[src/rtl/hazard_controller_if.sv]
// Decoder/pipeline-side signal bundle for hazard_controller: hazard inputs from ID/EX/MEM/WB
// and the enables, bubbles, flush and forwarding selects it drives back.
interface hazard_if #(parameter int RA_W = 5);
    logic [RA_W-1:0] id_rs, id_rt, ex_rs, ex_rt, ex_rd, mem_rd, wb_rd;
    logic            id_uses_rs, id_uses_rt;
    logic            ex_mem_read, ex_reg_write, mem_reg_write, wb_reg_write;
    logic            branch_taken, dmem_req, dmem_ready;
    logic            pc_en, ifid_en, idex_en, exmem_en;
    logic            ifid_flush, bubble, memwb_bubble;
    logic [1:0]      fwd_a, fwd_b;
    logic            mem_timeout;
    logic [15:0]     stall_cnt, flush_cnt;

    modport master (
        output id_rs, id_rt, ex_rs, ex_rt, ex_rd, mem_rd, wb_rd,
               id_uses_rs, id_uses_rt, ex_mem_read, ex_reg_write,
               mem_reg_write, wb_reg_write, branch_taken, dmem_req, dmem_ready,
        input  pc_en, ifid_en, idex_en, exmem_en, ifid_flush, bubble, memwb_bubble,
               fwd_a, fwd_b, mem_timeout, stall_cnt, flush_cnt
    );

    modport slave (
        input  id_rs, id_rt, ex_rs, ex_rt, ex_rd, mem_rd, wb_rd,
               id_uses_rs, id_uses_rt, ex_mem_read, ex_reg_write,
               mem_reg_write, wb_reg_write, branch_taken, dmem_req, dmem_ready,
        output pc_en, ifid_en, idex_en, exmem_en, ifid_flush, bubble, memwb_bubble,
               fwd_a, fwd_b, mem_timeout, stall_cnt, flush_cnt
    );
endinterface

[src/rtl/hazard_controller.sv]
// 5-stage MIPS hazard unit: load-use stall, branch flush, dmem wait-state FSM with timeout, forwarding.
// Outputs are combinational from inputs and state. HAZARD_PERF_EN enables the stall/flush counters.
module hazard_controller #(
    parameter int RA_W        = 5,
    parameter int MEM_TIMEOUT = 15
) (
    input logic    clk,
    input logic    reset_n,
    hazard_if.slave hz
);

    typedef enum logic [1:0] {S_RUN, S_MEM_WAIT, S_ERROR} state_t;

    state_t     state_q, state_d;
    logic [7:0] wait_q, wait_d;
    logic       mem_timeout_q, mem_timeout_d;
    logic [8:0] wait_inc;
    logic       lu, memstall;
    logic       pc_en_c, ifid_en_c, idex_en_c, exmem_en_c;
    logic       ifid_flush_c, bubble_c, memwb_bubble_c;

    function automatic logic [1:0] fwd_sel(
        input logic [RA_W-1:0] src,
        input logic            m_we, input logic [RA_W-1:0] m_rd,
        input logic            w_we, input logic [RA_W-1:0] w_rd
    );
        if (m_we && m_rd != RA_W'(0) && m_rd == src)      return 2'b10;
        else if (w_we && w_rd != RA_W'(0) && w_rd == src) return 2'b01;
        else                                              return 2'b00;
    endfunction

    assign lu = hz.ex_mem_read && (hz.ex_rd != RA_W'(0)) &&
                ((hz.id_uses_rs && hz.id_rs == hz.ex_rd) ||
                 (hz.id_uses_rt && hz.id_rt == hz.ex_rd));
    assign memstall = hz.dmem_req && !hz.dmem_ready;
    assign wait_inc = {1'b0, wait_q} + 9'd1;

    always_ff @(posedge clk or negedge reset_n) begin
        if (!reset_n) begin
            state_q       <= S_RUN;
            wait_q        <= 8'd0;
            mem_timeout_q <= 1'b0;
        end else begin
            state_q       <= state_d;
            wait_q        <= wait_d;
            mem_timeout_q <= mem_timeout_d;
        end
    end

    always_comb begin
        state_d       = state_q;
        wait_d        = wait_q;
        mem_timeout_d = mem_timeout_q;
        unique case (state_q)
            S_RUN: begin
                if (memstall) begin
                    wait_d  = 8'd1;
                    state_d = S_MEM_WAIT;
                    // A timeout of 1 expires on the very first stalled cycle
                    if (9'd1 >= 9'(MEM_TIMEOUT)) begin
                        state_d       = S_ERROR;
                        mem_timeout_d = 1'b1;
                    end
                end
            end
            S_MEM_WAIT: begin
                if (!memstall) begin
                    wait_d  = 8'd0;
                    state_d = S_RUN;
                end else begin
                    wait_d = wait_inc[7:0];
                    if (wait_inc >= 9'(MEM_TIMEOUT)) begin
                        state_d       = S_ERROR;
                        mem_timeout_d = 1'b1;
                    end
                end
            end
            S_ERROR: state_d = S_ERROR;
            default: state_d = S_RUN;
        endcase
    end

    // Priority: reset, ERROR, memory stall, taken branch, load-use, normal flow
    always_comb begin
        pc_en_c        = 1'b1;
        ifid_en_c      = 1'b1;
        idex_en_c      = 1'b1;
        exmem_en_c     = 1'b1;
        ifid_flush_c   = 1'b0;
        bubble_c       = 1'b0;
        memwb_bubble_c = 1'b0;
        if (!reset_n || state_q == S_ERROR) begin
            {pc_en_c, ifid_en_c, idex_en_c, exmem_en_c} = 4'b0000;
            bubble_c       = 1'b1;
            memwb_bubble_c = 1'b1;
        end else if (memstall) begin
            {pc_en_c, ifid_en_c, idex_en_c, exmem_en_c} = 4'b0000;
            memwb_bubble_c = 1'b1;
        end else if (hz.branch_taken) begin
            ifid_flush_c = 1'b1;
            bubble_c     = 1'b1;
        end else if (lu) begin
            pc_en_c   = 1'b0;
            ifid_en_c = 1'b0;
            bubble_c  = 1'b1;
        end
    end

    assign hz.pc_en        = pc_en_c;
    assign hz.ifid_en      = ifid_en_c;
    assign hz.idex_en      = idex_en_c;
    assign hz.exmem_en     = exmem_en_c;
    assign hz.ifid_flush   = ifid_flush_c;
    assign hz.bubble       = bubble_c;
    assign hz.memwb_bubble = memwb_bubble_c;
    assign hz.mem_timeout  = mem_timeout_q;
    assign hz.fwd_a = reset_n ? fwd_sel(hz.ex_rs, hz.mem_reg_write, hz.mem_rd,
                                        hz.wb_reg_write, hz.wb_rd) : 2'b00;
    assign hz.fwd_b = reset_n ? fwd_sel(hz.ex_rt, hz.mem_reg_write, hz.mem_rd,
                                        hz.wb_reg_write, hz.wb_rd) : 2'b00;

`ifdef HAZARD_PERF_EN
    logic [15:0] stall_cnt_q, stall_cnt_d, flush_cnt_q, flush_cnt_d;

    always_comb begin
        stall_cnt_d = stall_cnt_q;
        flush_cnt_d = flush_cnt_q;
        if (!pc_en_c && state_q != S_ERROR && stall_cnt_q != 16'hFFFF)
            stall_cnt_d = stall_cnt_q + 16'd1;
        if (ifid_flush_c && flush_cnt_q != 16'hFFFF)
            flush_cnt_d = flush_cnt_q + 16'd1;
    end

    always_ff @(posedge clk or negedge reset_n) begin
        if (!reset_n) begin
            stall_cnt_q <= 16'd0;
            flush_cnt_q <= 16'd0;
        end else begin
            stall_cnt_q <= stall_cnt_d;
            flush_cnt_q <= flush_cnt_d;
        end
    end

    assign hz.stall_cnt = stall_cnt_q;
    assign hz.flush_cnt = flush_cnt_q;
`else
    assign hz.stall_cnt = 16'h0000;
    assign hz.flush_cnt = 16'h0000;
`endif

endmodule

[src/flat_wrapper.sv]
// flat-port wrapper written by rule: the top's interface ports become plain ports
module hazard_controller_flat 
#(
    parameter int RA_W        = 5,
    parameter int MEM_TIMEOUT = 15
)
  (clk, reset_n, hz_id_rs, hz_id_rt, hz_ex_rs, hz_ex_rt, hz_ex_rd, hz_mem_rd, hz_wb_rd, hz_id_uses_rs, hz_id_uses_rt, hz_ex_mem_read, hz_ex_reg_write, hz_mem_reg_write, hz_wb_reg_write, hz_branch_taken, hz_dmem_req, hz_dmem_ready, hz_pc_en, hz_ifid_en, hz_idex_en, hz_exmem_en, hz_ifid_flush, hz_bubble, hz_memwb_bubble, hz_fwd_a, hz_fwd_b, hz_mem_timeout, hz_stall_cnt, hz_flush_cnt);
  hazard_if #(.RA_W(RA_W)) hz_i ();
  input logic clk;
  input logic reset_n;
  input wire logic [$bits(hz_i.id_rs)-1:0] hz_id_rs;
  input wire logic [$bits(hz_i.id_rt)-1:0] hz_id_rt;
  input wire logic [$bits(hz_i.ex_rs)-1:0] hz_ex_rs;
  input wire logic [$bits(hz_i.ex_rt)-1:0] hz_ex_rt;
  input wire logic [$bits(hz_i.ex_rd)-1:0] hz_ex_rd;
  input wire logic [$bits(hz_i.mem_rd)-1:0] hz_mem_rd;
  input wire logic [$bits(hz_i.wb_rd)-1:0] hz_wb_rd;
  input wire logic [$bits(hz_i.id_uses_rs)-1:0] hz_id_uses_rs;
  input wire logic [$bits(hz_i.id_uses_rt)-1:0] hz_id_uses_rt;
  input wire logic [$bits(hz_i.ex_mem_read)-1:0] hz_ex_mem_read;
  input wire logic [$bits(hz_i.ex_reg_write)-1:0] hz_ex_reg_write;
  input wire logic [$bits(hz_i.mem_reg_write)-1:0] hz_mem_reg_write;
  input wire logic [$bits(hz_i.wb_reg_write)-1:0] hz_wb_reg_write;
  input wire logic [$bits(hz_i.branch_taken)-1:0] hz_branch_taken;
  input wire logic [$bits(hz_i.dmem_req)-1:0] hz_dmem_req;
  input wire logic [$bits(hz_i.dmem_ready)-1:0] hz_dmem_ready;
  output wire logic [$bits(hz_i.pc_en)-1:0] hz_pc_en;
  output wire logic [$bits(hz_i.ifid_en)-1:0] hz_ifid_en;
  output wire logic [$bits(hz_i.idex_en)-1:0] hz_idex_en;
  output wire logic [$bits(hz_i.exmem_en)-1:0] hz_exmem_en;
  output wire logic [$bits(hz_i.ifid_flush)-1:0] hz_ifid_flush;
  output wire logic [$bits(hz_i.bubble)-1:0] hz_bubble;
  output wire logic [$bits(hz_i.memwb_bubble)-1:0] hz_memwb_bubble;
  output wire logic [$bits(hz_i.fwd_a)-1:0] hz_fwd_a;
  output wire logic [$bits(hz_i.fwd_b)-1:0] hz_fwd_b;
  output wire logic [$bits(hz_i.mem_timeout)-1:0] hz_mem_timeout;
  output wire logic [$bits(hz_i.stall_cnt)-1:0] hz_stall_cnt;
  output wire logic [$bits(hz_i.flush_cnt)-1:0] hz_flush_cnt;
  assign hz_i.id_rs = hz_id_rs;
  assign hz_i.id_rt = hz_id_rt;
  assign hz_i.ex_rs = hz_ex_rs;
  assign hz_i.ex_rt = hz_ex_rt;
  assign hz_i.ex_rd = hz_ex_rd;
  assign hz_i.mem_rd = hz_mem_rd;
  assign hz_i.wb_rd = hz_wb_rd;
  assign hz_i.id_uses_rs = hz_id_uses_rs;
  assign hz_i.id_uses_rt = hz_id_uses_rt;
  assign hz_i.ex_mem_read = hz_ex_mem_read;
  assign hz_i.ex_reg_write = hz_ex_reg_write;
  assign hz_i.mem_reg_write = hz_mem_reg_write;
  assign hz_i.wb_reg_write = hz_wb_reg_write;
  assign hz_i.branch_taken = hz_branch_taken;
  assign hz_i.dmem_req = hz_dmem_req;
  assign hz_i.dmem_ready = hz_dmem_ready;
  assign hz_pc_en = hz_i.pc_en;
  assign hz_ifid_en = hz_i.ifid_en;
  assign hz_idex_en = hz_i.idex_en;
  assign hz_exmem_en = hz_i.exmem_en;
  assign hz_ifid_flush = hz_i.ifid_flush;
  assign hz_bubble = hz_i.bubble;
  assign hz_memwb_bubble = hz_i.memwb_bubble;
  assign hz_fwd_a = hz_i.fwd_a;
  assign hz_fwd_b = hz_i.fwd_b;
  assign hz_mem_timeout = hz_i.mem_timeout;
  assign hz_stall_cnt = hz_i.stall_cnt;
  assign hz_flush_cnt = hz_i.flush_cnt;
  hazard_controller #(.RA_W(RA_W), .MEM_TIMEOUT(MEM_TIMEOUT)) u_core (.clk(clk), .reset_n(reset_n), .hz(hz_i));
endmodule
[config.mk]
export PLATFORM = sky130hd
export DESIGN_NAME = hazard_controller_flat
export DESIGN_NICKNAME = d
export VERILOG_FILES = /design/src/rtl/hazard_controller_if.sv /design/src/rtl/hazard_controller.sv /design/src/flat_wrapper.sv
export SDC_FILE = /design/constraint.sdc
export NUM_CORES = 1
export LEC_CHECK = 0
export BUFFER_PORTS_ARGS = -buffer_cell sky130_fd_sc_hd__buf_2
export CELL_PAD_IN_SITES_DETAIL_PLACEMENT = 0
export CELL_PAD_IN_SITES_GLOBAL_PLACEMENT = 1
export CORE_ASPECT_RATIO = 1.4
export CORE_UTILIZATION = 31
export DETAILED_ROUTE_END_ITERATION = 8
export PLACE_DENSITY_LB_ADDON = 0.2
export SLEW_MARGIN = 20
export SYNTH_ARGS = -nofsm -noshare
export SYNTH_HDL_FRONTEND = slang
export SYNTH_SLANG_ARGS = --single-unit
[constraint.sdc]
create_clock -name clk -period 2.5 [get_ports clk]
set_input_delay 0.5 -clock clk [delete_from_list [all_inputs] [get_ports clk]]
set_output_delay 0.5 -clock clk [all_outputs]
set_load 0.01 [all_outputs]
* After elaboration in Yosys (flattened, before gate mapping)
Index checks and enable logic that the tools add are counted.
** Word-level totals
- Register bits :: 11
- Input port bits :: 46
- Output and inout bits :: 44
- Word-level logic and storage cells :: 66
** Operators by class
- Add/sub/neg operators :: 1
- Order comparisons :: 1
- Equality and inequality tests :: 10
- Mux-type cells :: 28
- Reductions and logical operators :: 23
** Operators by type and width (count)
- 5-bit equality test :: 6
- 1-bit 2-to-1 mux :: 17
- 8-bit 2-to-1 mux :: 2
- 8-bit one-hot mux with 2 select lines :: 1
- 5-bit nonzero test :: 3
- 2-bit 2-to-1 mux :: 7
- 1-bit logical AND :: 11
- 8-bit by 1-bit adder with 9-bit output (second input constant) :: 1
- 9-bit by 4-bit >= comparator with 1-bit output (second input constant) :: 1
- 2-bit one-hot mux with 3 select lines :: 1
- 2-bit AND reduction :: 2
- 3-bit inequality test (second input constant) :: 1
- 3-bit AND reduction :: 1
- 2-bit by 1-bit equality test with 1-bit output (second input constant) :: 1
- 2-bit equality test (second input constant) :: 1
- 1-bit zero test :: 2
- 2-bit zero test :: 1
- 1-bit logical OR :: 2
- 2-bit by 1-bit inequality test with 1-bit output (second input constant) :: 1
- 2-bit nonzero test :: 1

* Logic depth before layout (Yosys ltp)
Gate-level depths: netlist of the first run.
- Depth after elaboration :: 8
- Depth in mapped cells :: 6

* Worst setup path after synthesis of the first run
OpenSTA, ideal clock, no wires.
- Path kind :: input -> output
- Start point :: in hz_mem_rd[0]
- End point :: out hz_fwd_a[0]
- Arrival time :: 1601 ps
- Data required time :: 2000 ps
- Slack :: 399 ps
- Stages on the path :: 4
- Path buffers :: 0
- Cells stage by stage :: or4_1 > o21ai_2 > nor4_1 > nor4_2
** On the way
- Cells in the longest elaborated chain, start to end :: 5
- Elaborated cells on any way between the ends :: 6
- Classes of those cells :: eq/ne: 1; mux: 2; reduce/logical: 3
** RTL lines
- start: declaration :: line flat_wrapper.sv:16 : input wire logic [$bits(hz_i.mem_rd)-1:0] hz_mem_rd;
- 5-bit nonzero test :: line hazard_controller.sv:27 : if (m_we && m_rd != RA_W'(0) && m_rd == src) return 2'b10;
- 1-bit logical AND :: line hazard_controller.sv:27
- 1-bit logical AND * :: line hazard_controller.sv:27
- 2-bit 2-to-1 mux * :: line hazard_controller.sv:27
- 2-bit 2-to-1 mux * :: line hazard_controller.sv:117 : assign hz.fwd_a = reset_n ? fwd_sel(hz.ex_rs, hz.mem_reg_write, hz.mem_rd,
- end: declaration :: line flat_wrapper.sv:34 : output wire logic [$bits(hz_i.fwd_a)-1:0] hz_fwd_a;
Mark *: on every way between the ends. The rest lies on a longest branch, timed or not.

* Final worst setup path of the first run
- Start point :: in hz_mem_rd[0]
- End point :: out hz_fwd_b[0]
** On the way
- Cells in the longest elaborated chain, start to end :: 5
- Elaborated cells on any way between the ends :: 6
- Classes of those cells :: eq/ne: 1; mux: 2; reduce/logical: 3
** RTL lines
- 5-bit nonzero test :: line hazard_controller.sv:27
- 1-bit logical AND :: line hazard_controller.sv:27
- 1-bit logical AND * :: line hazard_controller.sv:27
- 2-bit 2-to-1 mux * :: line hazard_controller.sv:27
- 2-bit 2-to-1 mux * :: line hazard_controller.sv:119 : assign hz.fwd_b = reset_n ? fwd_sel(hz.ex_rt, hz.mem_reg_write, hz.mem_rd,
- end: declaration :: line flat_wrapper.sv:35 : output wire logic [$bits(hz_i.fwd_b)-1:0] hz_fwd_b;
Marked as above.

==> impl_metrics.toml, run 1 <==
[clock_tree]
cts_num_sinks = 11
cts-root-buf = "clkbuf_8"
cts_buffers = 3
cts_tree = "built"
htreeDepth = 1
hold_buffers = 0
post_cts_resized = 0
cts_setup_buffers = 0
insertion_delay_ns = 0.24
clockBufferDepth = 2
path_clk_slew_ns = 0.05

[layout]
fillers = 435
multi_input_area_um2 = 890.9
n_antenna_cell = 0
final_util_pct = 39.09
area.growth.synth_to_final_pct = 18.60
seqCellArea_um2 = 275.3
drive_gt1_share_pct = 31.19
fin_nets = 267

[power_and_ir_drop]
finalPower_mw = 0.5974
power.leakage_nw = 0.7889
peakVddDrop_mv = 0.2501
cellPowerDensity_nw_per_um2 = 380.2

[setup_path]
criticalPathCategory = "in2out"
path_cells = "buf_2, or4_1, o21ai_2, nor4_1, nor4_2, buf_2"
critPathCaptureType = "primary output"
crit_slowest_cell = "or4_1"
setup.worst_path.start_class = "input pin"
cp_common_cell = "buf_2"
slowest_delay_ns = 0.54
crit_arrival_ns = 1.83
cp.required_ns = 2.00
worst-path-max-fanout = 3

[place]
gp_congestion = 0.7978
port_buffers = 56
dp_hpwl_um = 2588

[sta]
period_share_pct = 93.18
hold_slack_ns = 0.2307
hold_viol = 0
worst_slew_margin_rel_pct = 58.91
timing.fmax_ghz = 0.4293
slew_violations = 0
period_needed_ns = 2.330
worst_slew_pin_slew_ns = 0.6151
rsz0062_at_grt = "no"
fin_skew_ns = 0.003967
setup_violations = 0
fin_tns_setup_ns = 0

[min_path]
hp-class = "in2async"

[die]
die_area_um2 = 4543
die_h_um = 79.36
core_area_um2 = 4020
rows = 27
pin_count = 90
chipWidth_um = 57.26
start_util_pct = 32.96

[routing]
postRouteAntennaNets = 0
via_per_inst = 4.602
vias = 1201
drt_wl_total_um = 3088
drc = 10
firstDrtPassIters = 6
routedWlPerCell_um = 11.83
drt_iter0_drc = 37

[global_route]
grt_pass1_wl_um = 4830
grt_pass1_vias = 1111
grt_start_max_net_pins = 16
antenna_found_initial = 0
grt.overflow.total = 0
grt_usage_pct = 13.29

[logic_synthesis]
synth_cells = 161
ys_warn_count = 0
async_flop_share_pct = 100.0
synth_edf_count = 0
synth_seq_cells = 11
synth_area_um2 = 1325
synth_area_per_cell_um2 = 8.230
synth_flop_cell = "dfrtp_1"
ys_seq_area_share_pct = 20.77
synthDistinctLibCells = 34

[outcome]
status = "finished with violations"
violations = "design-rule violations"

[run]
drv_cap = 0
[cell usage after synthesis, types with 2 or more instances]
master	n	area (um2)
a21oi_1	2	10.01
a31oi_1	2	12.51
and2_2	2	15.01
and3_1	4	25.02
buf_4	34	255.2
dfrtp_1	11	275.3
ha_1	2	25.02
inv_1	3	11.26
nand2_1	10	37.54
nand3_1	9	45.04
nand4_1	2	12.51
nor2_1	6	22.52
nor2b_1	2	12.51
nor4_1	2	12.51
nor4_2	2	25.02
o211ai_1	3	22.52
o21ai_0	11	55.05
or4_1	5	37.54
xnor2_1	16	140.1
xor2_1	19	166.4
[placed cells by master (no fill, tap or decap), types with 2 or more instances in the layout]
cell	count
nand2_1	10
clkbuf_8	3
and2_2	2
o21ai_0	11
conb_1	32
a31oi_1	2
nor4_1	2
buf_2	56
dfrtp_1	11
and3_1	4
nor2_1	6
nor4_2	2
nand3_1	9
nand4_1	2
inv_1	3
ha_1	2
xor2_1	19
nor2b_1	2
a21oi_1	2
or4_1	5
buf_4	2
xnor2_1	16
o211ai_1	3
[worst paths after layout]
check                                 startpoint                    end  slack, ns  depth (start not counted)
worst min-delay path                     reset_n  u_core.hz.mem_timeout       0.23                          2
worst max-delay path                hz_mem_rd[0]            hz_fwd_b[0]       0.17                          6
max in group asynchronous                reset_n       u_core.wait_q[2]       2.10                          2
worst min register to register  u_core.wait_q[6]       u_core.wait_q[6]       0.53                          2
min in group clk                u_core.wait_q[6]       u_core.wait_q[6]       0.53                          2
worst max register to register  u_core.wait_q[0]      u_core.state_q[0]       0.84                          6
[worst max-delay path: cells and delay by family]
kind / cells / cell delay (ns)
compound gates: 1 / 0.15
simple gates: 3 / 0.89
buf+inv: 2 / 0.29
[state kept, by name, indices dropped and copies added, names as in the netlist]
register,cells
u_core.state_q,2
u_core.wait_q,8
u_core.hz.mem_timeout,1
[final cells by class]
type / count / area share (%)
Timing Repair Buffer: 58 / 18.79
Inverter: 3 / 0.7166
Sequential cell: 11 / 17.52
Multi-Input combinational cell: 142 / 56.69
Clock buffer: 4 / 2.866
Tap cell: 43 / 3.424
[layer usage]
metal / share of wire [%] / global-route usage [%] / routed length, um
met1: 41 / 16.73 / 1261
met2: 50 / 22.71 / 1556
met3: 7.6 / 2.117 / 234
met4: 1.2 / 4.634 / 36
met5: 0 / 0 / 0
[power by group]
part	internal (mW)	switching [mW]	leakage (nW)
clock network	0.112	0.0664	0.0228
registers	0.192	0.0221	0.149
logic	0.0911	0.114	0.617
total	0.395	0.203	0.789
[logic make-up (layout without fill, tap and decap cells)]
family / count (synthesis) / count (layout) / synth area share [%]
buffers and inverters: 39 / 65 / 20.77
DFF: 11 / 11 / 20.77
other: 1 / 32 / 0.2830
AOI/OAI and AO/OA: 24 / 24 / 11.14
muxes: 1 / 1 / 0.7555
adders and majority gates: 2 / 2 / 1.888
xor gates and xnor gates: 35 / 35 / 23.13
and+or+nand+nor: 48 / 48 / 21.25
[through the flow]
| stage | std cells | setup slack (ns) | area (um2) |
|---|---|---|---|
| after floorplan | 192 | 0.3992 | 1441 |
| after global placement | 257 | 0.1589 | 1526 |
| after detailed placement | 257 | 0.1573 | 1526 |
| after CTS | 261 | 0.1570 | 1572 |
| after global routing | 261 | 0.1072 | 1572 |
| final | 261 | 0.1704 | 1572 |
No activity file was read; power rests on OpenSTA's default activity.
==> run 2, diff against run 1 <==
--- a/config.mk
+++ b/config.mk
@@ -6,7 +6,7 @@
 export NUM_CORES = 1
 export LEC_CHECK = 0
 export BUFFER_PORTS_ARGS = -buffer_cell sky130_fd_sc_hd__buf_2
-export CELL_PAD_IN_SITES_DETAIL_PLACEMENT = 0
+export CELL_PAD_IN_SITES_DETAIL_PLACEMENT = 1
 export CELL_PAD_IN_SITES_GLOBAL_PLACEMENT = 1
 export CORE_ASPECT_RATIO = 1.4
 export CORE_UTILIZATION = 31
==> impl_metrics.toml, run 2 (same netlist as run 1, synthesis figures left out) <==
[layout]
seqCellArea_um2 = 275.3
layout_common_cells = "56 x buf_2, 32 x conb_1, 19 x xor2_1"
largest_reg_flops = 8
fin_nets = 267
max_flop_register = "u_core.wait_q"
area.growth.synth_to_final_pct = 18.70
n_antenna_cell = 0
layout_commonest_cell = "buf_2"
drive_gt1_share_pct = 31.65
fillers = 523
multi_input_area_um2 = 890.9

[sta]
worst_slew_margin_rel_pct = 60.85
slew_violations = 0
worst_slew_pin_slew_ns = 0.5861
hold_viol = 0
period_share_pct = 94.22
fin_tns_setup_ns = 0
hold_slack_ns = 0.2167
rsz0062_at_grt = "no"
setup_violations = 0
timing.fmax_ghz = 0.4245
fin_skew_ns = 0.003227
period_needed_ns = 2.356

[routing]
routedWlPerCell_um = 13.39
drt_wl_total_um = 3496
via_per_inst = 4.625
firstDrtPassIters = 6
drc = 10
vias = 1207
postRouteAntennaNets = 0
drt_iter0_drc = 70

[setup_path]
slowest_delay_ns = 0.53
r2r_end = "u_core.state_q[0]"
path_cells = "buf_2, or4_1, o21ai_2, nor4_1, nor4_2, buf_2"
crit_arrival_ns = 1.86
r2r_slack_ns = 0.86
cp.required_ns = 2.00
crit_slowest_cell = "or4_1"
setup.worst_path.start_class = "input pin"
critPathCaptureType = "primary output"
r2r-start = "u_core.wait_q[0]"
reg2regPathDepth = 6
worst-path-max-fanout = 3
cp_common_cell = "buf_2"
criticalPathCategory = "in2out"

[die]
die_area_um2 = 4543
core_area_um2 = 4020
start_util_pct = 32.96
die_h_um = 79.36
pin_count = 90
rows = 27
chipWidth_um = 57.26

[clock_tree]
path_clk_slew_ns = 0.05
hold_buffers = 0
cts_tree = "built"
cts_setup_buffers = 0
clockBufferDepth = 2
cts_buffers = 3
insertion_delay_ns = 0.25
htreeDepth = 1
cts-root-buf = "clkbuf_8"
cts_num_sinks = 11
post_cts_resized = 0

[global_route]
grt_usage_pct = 15.61
antenna_found_initial = 0
grt_pass1_vias = 1157
grt_start_max_net_pins = 16
grt.overflow.total = 0
grt_pass1_wl_um = 5451

[min_path]
hp-class = "in2async"

[power_and_ir_drop]
peakVddDrop_mv = 0.2056
cellPowerDensity_nw_per_um2 = 387.9
power.leakage_nw = 0.7917

[place]
port_buffers = 56
dp_hpwl_um = 2915
gp_congestion = 0.7978

[outcome]
status = "finished with violations"
violations = "design-rule violations"

[run]
drv_cap = 0
==> run 2: cell count changes in the layout (fill, tap and decap cells not counted), sizes merged <==
| cell | before | now |
|---|---|---|
| clkbuf | 4 | 3 |
| clkinv | 0 | 1 |
==> run 2: layout make-up <==
cell class,instances,share of cell area (%)
clock inverters,1,0.3182
multi-input cells,142,56.64
flip-flops and latches,11,17.50
inverters,3,0.7160
well taps,43,3.421
clock buffers,3,2.625
repair buffers,58,18.77
==> run 2: worst max-delay path: cells and delay by family <==
| family | cells | cell delay [ns] |
|---|---|---|
| compound gates | 1 | 0.15 |
| buf+inv | 2 | 0.29 |
| simple gates | 3 | 0.90 |
==> run 2: layer usage <==
metal  part of all wire (%)  global-route usage (%)  up-vias
met5                      0                       0        -
met4                    1.8                   7.317        0
met3                    8.3                   2.769        5
met2                     51                   26.59       43
li1                       -                       -      601
met1                     39                   18.76      558
==> run 2: worst max path at each step <==
stage / depth (start not counted) / start / slack [ns] / endpoint
floorplan: 4 / hz_mem_rd[0] / 0.40 / hz_fwd_a[0]
global placement: 6 / hz_mem_rd[0] / 0.16 / hz_fwd_b[0]
detailed placement: 6 / hz_mem_rd[0] / 0.15 / hz_fwd_a[0]
CTS: 6 / hz_mem_rd[0] / 0.15 / hz_fwd_a[0]
global route: 6 / hz_mem_rd[0] / 0.08 / hz_fwd_a[0]
finish: 6 / hz_mem_rd[0] / 0.14 / hz_fwd_a[0]
==> run 2: through the flow <==
stage / total power, mW / cell area (um2) / utilization (%) / cells / setup WS, ns
floorplan: 0.3739 / 1441 / - / 192 / 0.3992
global placement: 0.4234 / 1526 / 37.97 / 257 / 0.1589
detailed placement: 0.4257 / 1526 / 37.97 / 257 / 0.1535
CTS: 0.6195 / 1573 / 39.12 / 261 / 0.1528
global route: 0.6528 / 1573 / 39.12 / 261 / 0.08034
finish: 0.6101 / 1573 / 39.12 / 261 / 0.1444
==> run 2: report_power, final <==
part / internal (mW) / switching (mW)
registers: 0.191 / 0.0220
logic: 0.0911 / 0.118
clock network: 0.110 / 0.0776
total: 0.393 / 0.217
==> run 3, diff against run 2 <==
==> constraint.sdc (replaced) <==
create_clock -name clk -period 2.5 [get_ports clk]
set_input_delay 0.375 -clock clk [delete_from_list [all_inputs] [get_ports clk]]
set_output_delay 0.375 -clock clk [all_outputs]
set_load 0.01 [all_outputs]
==> impl_metrics.toml, run 3 (same netlist as run 1, synthesis figures left out) <==
[die]
chipWidth_um = 57.26
die_area_um2 = 4543
start_util_pct = 32.96
core_area_um2 = 4020
die_h_um = 79.36
pin_count = 90
rows = 27

[global_route]
top_usage_layer = "met2"
grt.overflow.total = 0
gr-usage-met1_pct = 17.76
grt_util_met3_pct = 1.954
grt_pass1_vias = 1181
grt_pass1_wl_um = 5333
antenna_found_initial = 0
grt_start_max_net_pins = 16
grt_usage_pct = 15.20
grt_use_met2_pct = 27.53

[place]
placedInstanceArea_um2 = 1526
dp.cells = 257
gp_congestion = 0.7987
port_buffers = 56
dp_hpwl_um = 2942

[clock_tree]
post_cts_resized = 0
cts-root-buf = "clkbuf_8"
cts_num_sinks = 11
htreeDepth = 1
cts_tree = "built"
hold_buffers = 0
clockBufferDepth = 2
cts_buffers = 3
path_clk_slew_ns = 0.05
insertion_delay_ns = 0.25
cts_setup_buffers = 0

[setup_path]
reg2regPathDepth = 6
crit_arrival_ns = 1.73
worst-path-max-fanout = 3
r2r_slack_ns = 0.87
setup.worst_path.start_class = "input pin"
r2r-start = "u_core.wait_q[0]"
cp.required_ns = 2.12
r2r_end = "u_core.state_q[0]"
criticalPathCategory = "in2out"
cp-startpoint = "hz_mem_rd[0]"
critPathCaptureType = "primary output"

[layout]
layoutNonFillerInstCount = 261
layout_commonest_cell = "buf_2"
final_area_um2 = 1573
area.growth.synth_to_final_pct = 18.70
fin_nets = 267
drive_gt1_share_pct = 31.65
max_flop_register = "u_core.wait_q"
layout_common_cells = "56 x buf_2, 32 x conb_1, 19 x xor2_1"
largest_reg_flops = 8
n_antenna_cell = 0
final_util_pct = 39.12

[run]
drv_cap = 0

[routing]
drc = 10
postRouteAntennaNets = 0
drt_iter0_drc = 54
firstDrtPassIters = 7
routedWlPerCell_um = 13.25
via_per_inst = 4.690
vias = 1224
drt_wl_total_um = 3458

[sta]
rsz0062_at_grt = "no"
hold_viol = 0
worst_slew_pin_slew_ns = 0.6049
period_share_pct = 84.28
setup_violations = 0
period_needed_ns = 2.107
hold_slack_ns = 0.09289
fin_skew_ns = 0.004838
worst_slew_margin_rel_pct = 59.59
fin_tns_setup_ns = 0
slew_violations = 0
timing.fmax_ghz = 0.4746

[power_and_ir_drop]
cellPowerDensity_nw_per_um2 = 386.1
peakVddDrop_mv = 0.2711
power.leakage_nw = 0.7917

[min_path]
hp-class = "in2async"

[outcome]
status = "finished with violations"
violations = "design-rule violations"
==> run 3: cell counts in the layout (fill, tap and decap cells not counted) <==
Identical to the previous run, type by type.
==> run 3: how the worst max path moves through the flow <==
stage                        endpoint  cells past startpoint
after floorplan           hz_fwd_a[0]                      4
after detailed placement  hz_fwd_b[0]                      6
final                     hz_fwd_b[0]                      6
after global placement    hz_fwd_b[0]                      6
after global routing      hz_fwd_b[0]                      6
after CTS                 hz_fwd_b[0]                      6
==> run 3: power breakdown <==
group          internal (mW)  switching (mW)  total, mW
registers              0.191          0.0228      0.214
logic                 0.0912           0.118      0.209
clock network          0.110          0.0741      0.184
==> run 3: per-layer routing <==
layer	routed length [um]	vias up
li1	-	600
met1	1289	570
met2	1836	47
met3	270	7
met4	61	0
met5	0	-
==> run 3: worst max-delay path, stage by stage <==
cell and delay, ns:
buf_2 0.12, or4_1 0.54, o21ai_2 0.17, nor4_1 0.10, nor4_2 0.26, buf_2 0.16
==> run 3: through the flow <==
stage | power, mW | setup WS [ns]
2_1_floorplan | 0.3739 | 0.6492
3_3_place_gp | 0.4234 | 0.4034
3_5_place_dp | 0.4264 | 0.3839
4_1_cts | 0.6125 | 0.3836
5_1_grt | 0.6471 | 0.2980
6_report | 0.6073 | 0.3931
==> run 3: cell type report <==
type	count	area (um2)
inverter	3	11.26
tap	43	53.80
clock buffer	3	41.29
clock inverter	1	5.005
timing repair buffer	58	295.3
sequential	11	275.3
fill	526	2447
multi-input combinational	142	890.9
